`config.mk`:
```
export PLATFORM = sky130hd
export DESIGN_NAME = vga_shape_mover
export DESIGN_NICKNAME = d
export VERILOG_FILES = /design/src/rtl/vga_pkg.sv /design/src/rtl/vga_axis_step.sv /design/src/rtl/vga_shape_mover.sv
export SDC_FILE = /design/constraint.sdc
export NUM_CORES = 1
export LEC_CHECK = 0
export CAP_MARGIN = 20
export CELL_PAD_IN_SITES_DETAIL_PLACEMENT = 1
export CELL_PAD_IN_SITES_GLOBAL_PLACEMENT = 2
export CORE_AREA = 10 10 148 185
export CTS_CLUSTER_SIZE = 14
export DETAILED_ROUTE_END_ITERATION = 16
export DIE_AREA = 0 0 158 195
export GPL_TIMING_DRIVEN = 0
export PLACE_DENSITY_LB_ADDON = 0.05
export SLEW_MARGIN = 20
export SYNTH_ARGS = -nofsm -noshare
export SYNTH_HDL_FRONTEND = slang
export SYNTH_SLANG_ARGS = --single-unit
export TNS_END_PERCENT = 100
```
`constraint.sdc`:
```
create_clock -name iClk -period 5.3 [get_ports iClk]
set_input_delay 1.06 -clock iClk [delete_from_list [all_inputs] [get_ports iClk]]
set_output_delay 1.06 -clock iClk [all_outputs]
set_load 0.01 [all_outputs]
```
`src/rtl/vga_pkg.sv`:
```
// Purpose: shared 640x480 VGA constants, coordinate width and shape-mover FSM encoding.
// Latency: n/a (declarations only).
// Backpressure: n/a.
package vga_pkg;

    // 640x480 @ 60 Hz timing, in pixels / lines
    localparam int WIDTH  = 640;
    localparam int H_FP   = 16;
    localparam int H_PW   = 96;
    localparam int H_BP   = 48;
    localparam int HEIGHT = 480;
    localparam int V_FP   = 10;
    localparam int V_PW   = 2;
    localparam int V_BP   = 33;

    localparam int COORD_W = 10;

    typedef enum logic [2:0] {
        ST_IDLE,
        ST_RESIZE,
        ST_CLAMP,
        ST_MOVE_X,
        ST_MOVE_Y,
        ST_COMMIT
    } state_t;

    // DIR_INC = right / down, DIR_DEC = left / up
    typedef enum logic {
        DIR_INC = 1'b0,
        DIR_DEC = 1'b1
    } dir_t;

endpackage

```
`src/rtl/vga_axis_step.sv`:
```
// Purpose: one-axis move with edge bounce; shared by the X and Y steps of the mover.
// Latency: purely combinational.
// Backpressure: none.
// Ports: pos/size/dir/step/limit in -> pos_next/dir_next out.
module vga_axis_step
    import vga_pkg::*;
(
    input  logic [COORD_W-1:0] pos,
    input  logic [COORD_W-1:0] size,
    input  dir_t               dir,
    input  logic [COORD_W-1:0] step,
    input  logic [COORD_W-1:0] limit,
    output logic [COORD_W-1:0] pos_next,
    output dir_t               dir_next
);

    // One extra bit so pos+step+size cannot wrap before the limit compare
    logic [COORD_W:0] adv;
    logic [COORD_W:0] far_edge;

    always_comb begin
        adv      = {1'b0, pos} + {1'b0, step};
        far_edge = adv + {1'b0, size};
        pos_next = pos;
        dir_next = dir;
        if (dir == DIR_INC) begin
            // Touching the far edge counts as a hit: park flush and reverse
            if (far_edge >= {1'b0, limit}) begin
                pos_next = limit - size;
                dir_next = DIR_DEC;
            end else begin
                pos_next = adv[COORD_W-1:0];
            end
        end else begin
            if (pos <= step) begin
                pos_next = '0;
                dir_next = DIR_INC;
            end else begin
                pos_next = pos - step;
            end
        end
    end

endmodule

```
`src/rtl/vga_shape_mover.sv`:
```
// Purpose: frame-synchronous resize/move of a square; outputs change atomically once per update.
// Latency: outputs commit 5 cycles after the vsync falling-edge cycle; oUpdate flags that commit.
// Backpressure: none; vsync edges arriving while a sequence runs are dropped.
// Ports: iClk/iRst, iVS (active-low vsync), iEnable/iSizeUp/iSizeDown levels,
//        oShapeX/oShapeY/oShapeSize square geometry, oBusy (sequence running), oUpdate (commit pulse).
module vga_shape_mover
    import vga_pkg::COORD_W, vga_pkg::state_t, vga_pkg::dir_t,
           vga_pkg::ST_IDLE, vga_pkg::ST_RESIZE, vga_pkg::ST_CLAMP,
           vga_pkg::ST_MOVE_X, vga_pkg::ST_MOVE_Y, vga_pkg::ST_COMMIT,
           vga_pkg::DIR_INC, vga_pkg::DIR_DEC;
#(
    parameter int WIDTH     = vga_pkg::WIDTH,
    parameter int HEIGHT    = vga_pkg::HEIGHT,
    parameter int INIT_X    = 290,
    parameter int INIT_Y    = 210,
    parameter int INIT_SIZE = 60,
    parameter int STEP_X    = 2,
    parameter int STEP_Y    = 1,
    parameter int SIZE_STEP = 4,
    parameter int MIN_SIZE  = 8,
    parameter int MAX_SIZE  = 200,
    parameter int FRAME_DIV = 1
) (
    input  logic               iClk,
    input  logic               iRst,
    input  logic               iVS,
    input  logic               iEnable,
    input  logic               iSizeUp,
    input  logic               iSizeDown,
    output logic [COORD_W-1:0] oShapeX,
    output logic [COORD_W-1:0] oShapeY,
    output logic [COORD_W-1:0] oShapeSize,
    output logic               oBusy,
    output logic               oUpdate
);

    localparam int CNT_W = (FRAME_DIV > 1) ? $clog2(FRAME_DIV) : 1;
    localparam logic [CNT_W-1:0] LAST_CNT = CNT_W'(FRAME_DIV - 1);

    localparam logic [COORD_W-1:0] WIDTH_L  = COORD_W'(WIDTH);
    localparam logic [COORD_W-1:0] HEIGHT_L = COORD_W'(HEIGHT);
    localparam logic [COORD_W-1:0] STEP_X_L = COORD_W'(STEP_X);
    localparam logic [COORD_W-1:0] STEP_Y_L = COORD_W'(STEP_Y);
    localparam logic [COORD_W-1:0] SSTEP_L  = COORD_W'(SIZE_STEP);
    localparam logic [COORD_W-1:0] INIT_X_L = COORD_W'(INIT_X);
    localparam logic [COORD_W-1:0] INIT_Y_L = COORD_W'(INIT_Y);
    localparam logic [COORD_W-1:0] INIT_S_L = COORD_W'(INIT_SIZE);
    localparam logic [COORD_W:0]   WIDTH_W  = (COORD_W+1)'(WIDTH);
    localparam logic [COORD_W:0]   HEIGHT_W = (COORD_W+1)'(HEIGHT);
    localparam logic [COORD_W:0]   MAX_W    = (COORD_W+1)'(MAX_SIZE);
    // Shrinking stays legal while size >= MIN+STEP, avoiding an underflowing subtract
    localparam logic [COORD_W:0]   SHRINK_W = (COORD_W+1)'(MIN_SIZE + SIZE_STEP);

    state_t             state, state_next;
    logic               vs_d;
    logic               frame_evt;
    logic               start;
    logic [CNT_W-1:0]   frame_cnt;
    logic [COORD_W-1:0] s_x, s_y, s_size;
    dir_t               dir_x, dir_y;
    logic               grow_ok, shrink_ok, x_over, y_over;

    logic               sel_y;
    logic [COORD_W-1:0] ax_pos, ax_step, ax_limit, ax_pos_next;
    dir_t               ax_dir, ax_dir_next;

    assign frame_evt = vs_d & ~iVS;
    assign start     = (state == ST_IDLE) && frame_evt && (frame_cnt == LAST_CNT);

    assign grow_ok   = ({1'b0, s_size} + {1'b0, SSTEP_L}) <= MAX_W;
    assign shrink_ok = {1'b0, s_size} >= SHRINK_W;
    assign x_over    = ({1'b0, s_x} + {1'b0, s_size}) > WIDTH_W;
    assign y_over    = ({1'b0, s_y} + {1'b0, s_size}) > HEIGHT_W;

    // Single stepper time-shared between the two move states
    assign sel_y    = (state == ST_MOVE_Y);
    assign ax_pos   = sel_y ? s_y      : s_x;
    assign ax_dir   = sel_y ? dir_y    : dir_x;
    assign ax_step  = sel_y ? STEP_Y_L : STEP_X_L;
    assign ax_limit = sel_y ? HEIGHT_L : WIDTH_L;

    vga_axis_step u_axis_step (
        .pos      (ax_pos),
        .size     (s_size),
        .dir      (ax_dir),
        .step     (ax_step),
        .limit    (ax_limit),
        .pos_next (ax_pos_next),
        .dir_next (ax_dir_next)
    );

    always_ff @(posedge iClk or posedge iRst) begin
        if (iRst) begin
            state <= ST_IDLE;
        end else begin
            state <= state_next;
        end
    end

    always_comb begin
        state_next = state;
        oBusy      = (state != ST_IDLE);
        oUpdate    = 1'b0;
        case (state)
            ST_IDLE:   if (start) state_next = ST_RESIZE;
            ST_RESIZE: state_next = ST_CLAMP;
            ST_CLAMP:  state_next = ST_MOVE_X;
            ST_MOVE_X: state_next = ST_MOVE_Y;
            ST_MOVE_Y: state_next = ST_COMMIT;
            ST_COMMIT: begin
                oUpdate    = 1'b1;
                state_next = ST_IDLE;
            end
            default:   state_next = ST_IDLE;
        endcase
    end

    // Shadows always equal the outputs while idle, so each sequence starts
    // from the committed geometry without an explicit load step.
    always_ff @(posedge iClk or posedge iRst) begin
        if (iRst) begin
            vs_d       <= 1'b1;
            frame_cnt  <= '0;
            s_x        <= INIT_X_L;
            s_y        <= INIT_Y_L;
            s_size     <= INIT_S_L;
            dir_x      <= DIR_INC;
            dir_y      <= DIR_INC;
            oShapeX    <= INIT_X_L;
            oShapeY    <= INIT_Y_L;
            oShapeSize <= INIT_S_L;
        end else begin
            vs_d <= iVS;
            if ((state == ST_IDLE) && frame_evt) begin
                frame_cnt <= (frame_cnt == LAST_CNT) ? '0 : frame_cnt + 1'b1;
            end
            case (state)
                ST_RESIZE: begin
                    if (iSizeUp && !iSizeDown && grow_ok) begin
                        s_size <= s_size + SSTEP_L;
                    end else if (iSizeDown && !iSizeUp && shrink_ok) begin
                        s_size <= s_size - SSTEP_L;
                    end
                end
                ST_CLAMP: begin
                    if (x_over) s_x <= WIDTH_L - s_size;
                    if (y_over) s_y <= HEIGHT_L - s_size;
                end
                ST_MOVE_X: begin
                    if (iEnable) begin
                        s_x   <= ax_pos_next;
                        dir_x <= ax_dir_next;
                    end
                end
                ST_MOVE_Y: begin
                    if (iEnable) begin
                        s_y   <= ax_pos_next;
                        dir_y <= ax_dir_next;
                    end
                end
                ST_COMMIT: begin
                    oShapeX    <= s_x;
                    oShapeY    <= s_y;
                    oShapeSize <= s_size;
                end
                default: ;
            endcase
        end
    end

endmodule

```
==> results by group <==
Floorplan
  • DIE WIDTH: 158 um
  • Num ports: 38
  • Area of the core: 23940 sq um
  • DIE HEIGHT: 195 um
  • Initial Util: 22.50%
  • Die area: 30810 sq um
  • Rows: 64

Routing
  • WL final: 23010 um
  • Via count: 4912
  • DRC: 0
  • Starting DRT DRC Count: 165
  • Routed wire length per instance: 23.36 um
  • Final ANT Viol Nets: 0
  • Avg Vias per Cell: 4.987
  • DRT Pass-1 Iters: 4

Synth
  • EDFF count, synth: 0
  • Top cells by count, synth: 56 x nand2_1, 39 x dfrtp_1, 38 x ha_1, 33 x nor2_1, 30 x o21ai_0
  • Synth area leaders: dfrtp_1 18%, dfstp_2 11%, ha_1 8.8%
  • Syn. warnings: 0
  • Top_reg_cell synth: dfrtp_1
  • Post-Syn Area: 5386 sq um
  • Cell variety after synth: 79
  • Sequential share of the synthesized area: 29.34%
  • Fraction of registers with async set/reset: 100.0%
  • Area leader, netlist: dfrtp_1
  • Yosys top cell area share: 18.12%
  • Post-Syn Area per Cell: 9.053 sq um
  • Mapped Cells: 595
  • Top-count cell post-synth: nand2_1
  • Seq cells post-synth: 62

Final layout
  • Fraction of layout cells with a size suffix above 1: 28.38%
  • Core Util, Final: 30.36%
  • # fillers: 2732
  • Nets: 730
  • Area Overhead vs Synth: 34.96%

GRT
  • Total GRT Usage: 15.42%
  • Initial antenna violation count: 0
  • First-pass GRT wire length: 35340 um
  • Remaining Overflow, GRT: 0
  • Number of global-route vias before repair: 5416
  • Pin count of the biggest net entering global routing: 37

CTS
  • CTS tree: yes
  • CTS Buffer Depth: 2
  • Hold bufs inserted after CTS: 0
  • CTS clock-pin slew for the worst setup and hold paths: 70 ps
  • H-tree lvl count: 3
  • Total CTS buffers: 9
  • Root Driver: clkbuf_16
  • Clock sinks: 62
  • Worst-skew pair later-pin latency: 350 ps

Timing
  • Period Utilization, post-route: 97.38%
  • Hold Slack: 486.4 ps
  • Skew final: 11.42 ps
  • Unrepaired setup endpoints after global routing: yes
  • Final Setup Violations: 0
  • Slew Viols, Final: 0
  • Setup_tns: 0 ps
  • Highest clock rate: 0.1938 GHz
  • Slew headroom: 35.35%
  • Crit path time final: 5161 ps
  • Least-Margin Pin Slew: 969.7 ps
  • Final hold violations: 0

Critical path
  • R2R Path Start: state[2]$_DFFE_PP0P_
  • Crit path from: state[2]$_DFFE_PP0P_
  • WS Path Type: flop to flop
  • CP Max Fanout: 6
  • CP arrival: 5420 ps
  • Cell count of the worst reg-to-reg path: 27
  • Critical Path RT: 5560 ps
  • Worst Setup Start Kind: flop
  • R2R Setup Slk: 140 ps
  • Endpoint type of the worst setup path: flop
  • Reg2reg end: s_y[4]$_DFFE_PP1P_

Hold path
  • HP Class: flop to flop
  • WHS Path Cells: 2
  • Hold path start: oShapeSize[3]$_DFFE_PP1P_
  • Hold Path Sink: oShapeSize[3]$_DFFE_PP1P_

Outcome
  • Status: finished, final reports clean

Place
  • Gpl congestion: 0.8163
  • Hpwl dp: 17250 um
  • IO Port Bufs: 35

Flow run
  • Max Cap Viol: 0
[cell type report]
cell class | instances | area (sq um) | area share [%]
plain buffers | 26 | 135.1 | 1.859
multi-input cells | 479 | 4038 | 55.54
repair buffers | 80 | 738.2 | 10.15
clock inverters | 6 | 68.82 | 0.9466
clock buffers | 10 | 229.0 | 3.150
well taps | 297 | 371.6 | 5.112
flip-flops and latches | 62 | 1582 | 21.76
diodes | 1 | 2.502 | 0.03442
inverters | 24 | 105.1 | 1.446
[placed cells by master, fill, tap and decap left out, types with 5 or more instances in the layout]
master           instances
nor2b_1                 13
nand2_1                 49
nor4_4                   5
a21oi_1                 22
xnor2_1                 25
inv_1                   22
o21a_1                   8
buf_4                   40
o31ai_1                  7
o211ai_1                10
clkbuf_16                9
clkbuf_1                17
mux2_2                  25
o21ai_0                 27
ha_1                    34
a21o_1                   8
dfstp_2                 23
mux2i_1                  8
nor2_1                  32
a31oi_1                  5
nor3_1                  20
dfrtp_1                 38
xor2_1                  18
nand2b_1                10
nand3_1                 14
a211oi_2                 5
nor4_1                   5
clkdlybuf4s50_1         35
[timing repair]
item / CTS / global route
pin swaps: 32 / 21
gates resized for setup: 77 / 25
gates cloned: 1 / 0
setup buffers: 24 / 19
endpoints found under the setup margin: 22 / 22
[sequential cells by signal (all words and copies together) (netlist names)]
signal / flops
vs_d: 1
s_x: 10
s_y: 10
s_size: 8
state: 3
oShapeX: 10
oShapeSize: 8
oShapeY: 10
dir_y: 1
dir_x: 1
[layer usage]
metal | wire [um] | up-vias | global-route usage (%) | share of wire, %
met5 | 0 | - | 0 | 0
met4 | 441 | 0 | 4.125 | 1.9
met3 | 620 | 21 | 1.979 | 2.7
met2 | 12100 | 54 | 27.82 | 53
met1 | 9847 | 2492 | 18.58 | 43
li1 | - | 2345 | - | -
[how the worst max path moves through the flow]
stage	endpoint	slack, ps	cells past startpoint
after global placement	s_y[4]$_DFFE_PP1P_	-1570	28
after floorplan	s_y[5]$_DFFE_PP0P_	-10	29
after detailed placement	s_y[5]$_DFFE_PP0P_	-1540	28
after CTS	s_y[5]$_DFFE_PP0P_	-220	29
after global routing	s_y[4]$_DFFE_PP1P_	-120	27
final	s_y[4]$_DFFE_PP1P_	140	27
[kinds of logic after synthesis]
kind of cell / share of synthesized area, %
multiplexers: 8.409
AND/OR/NAND/NOR: 18.54
adder cells (fa/ha/maj): 10.31
flip-flops: 29.34
XOR/XNOR: 8.339
buffers and inverters: 4.460
AO/OA/AOI/OAI: 20.53
other: 0.06962
[per-stage QoR]
stage	std cells	cell area [sq um]	setup slack, ps
after floorplan	596	5404	-10.12
after global placement	928	6126	-1575
after detailed placement	929	6153	-1545
after CTS	970	7067	-215.5
after global routing	984	7267	-115.1
final	985	7269	138.9
[critical path, stage by stage (launching register included)]
cell	delay [ps]
dfrtp_2	400
or3b_4	450
buf_12	160
clkinv_8	50
and2_4	140
ha_4	160
o21ai_4	70
buf_6	130
mux2i_4	180
nand2_2	110
xor2_4	180
ha_4	210
a211oi_4	270
nor2_2	80
o31ai_2	220
a21o_1	160
nand2b_1	60
xor2_1	160
ha_1	320
and3_4	170
a31o_4	250
o2111ai_4	80
and2_4	210
buf_8	120
buf_12	110
a211oi_4	70
o41ai_4	450
o21ai_1	100
Power is not shown: default switching activity piles up to over one toggle a cycle in this logic, so the estimate is an artifact.
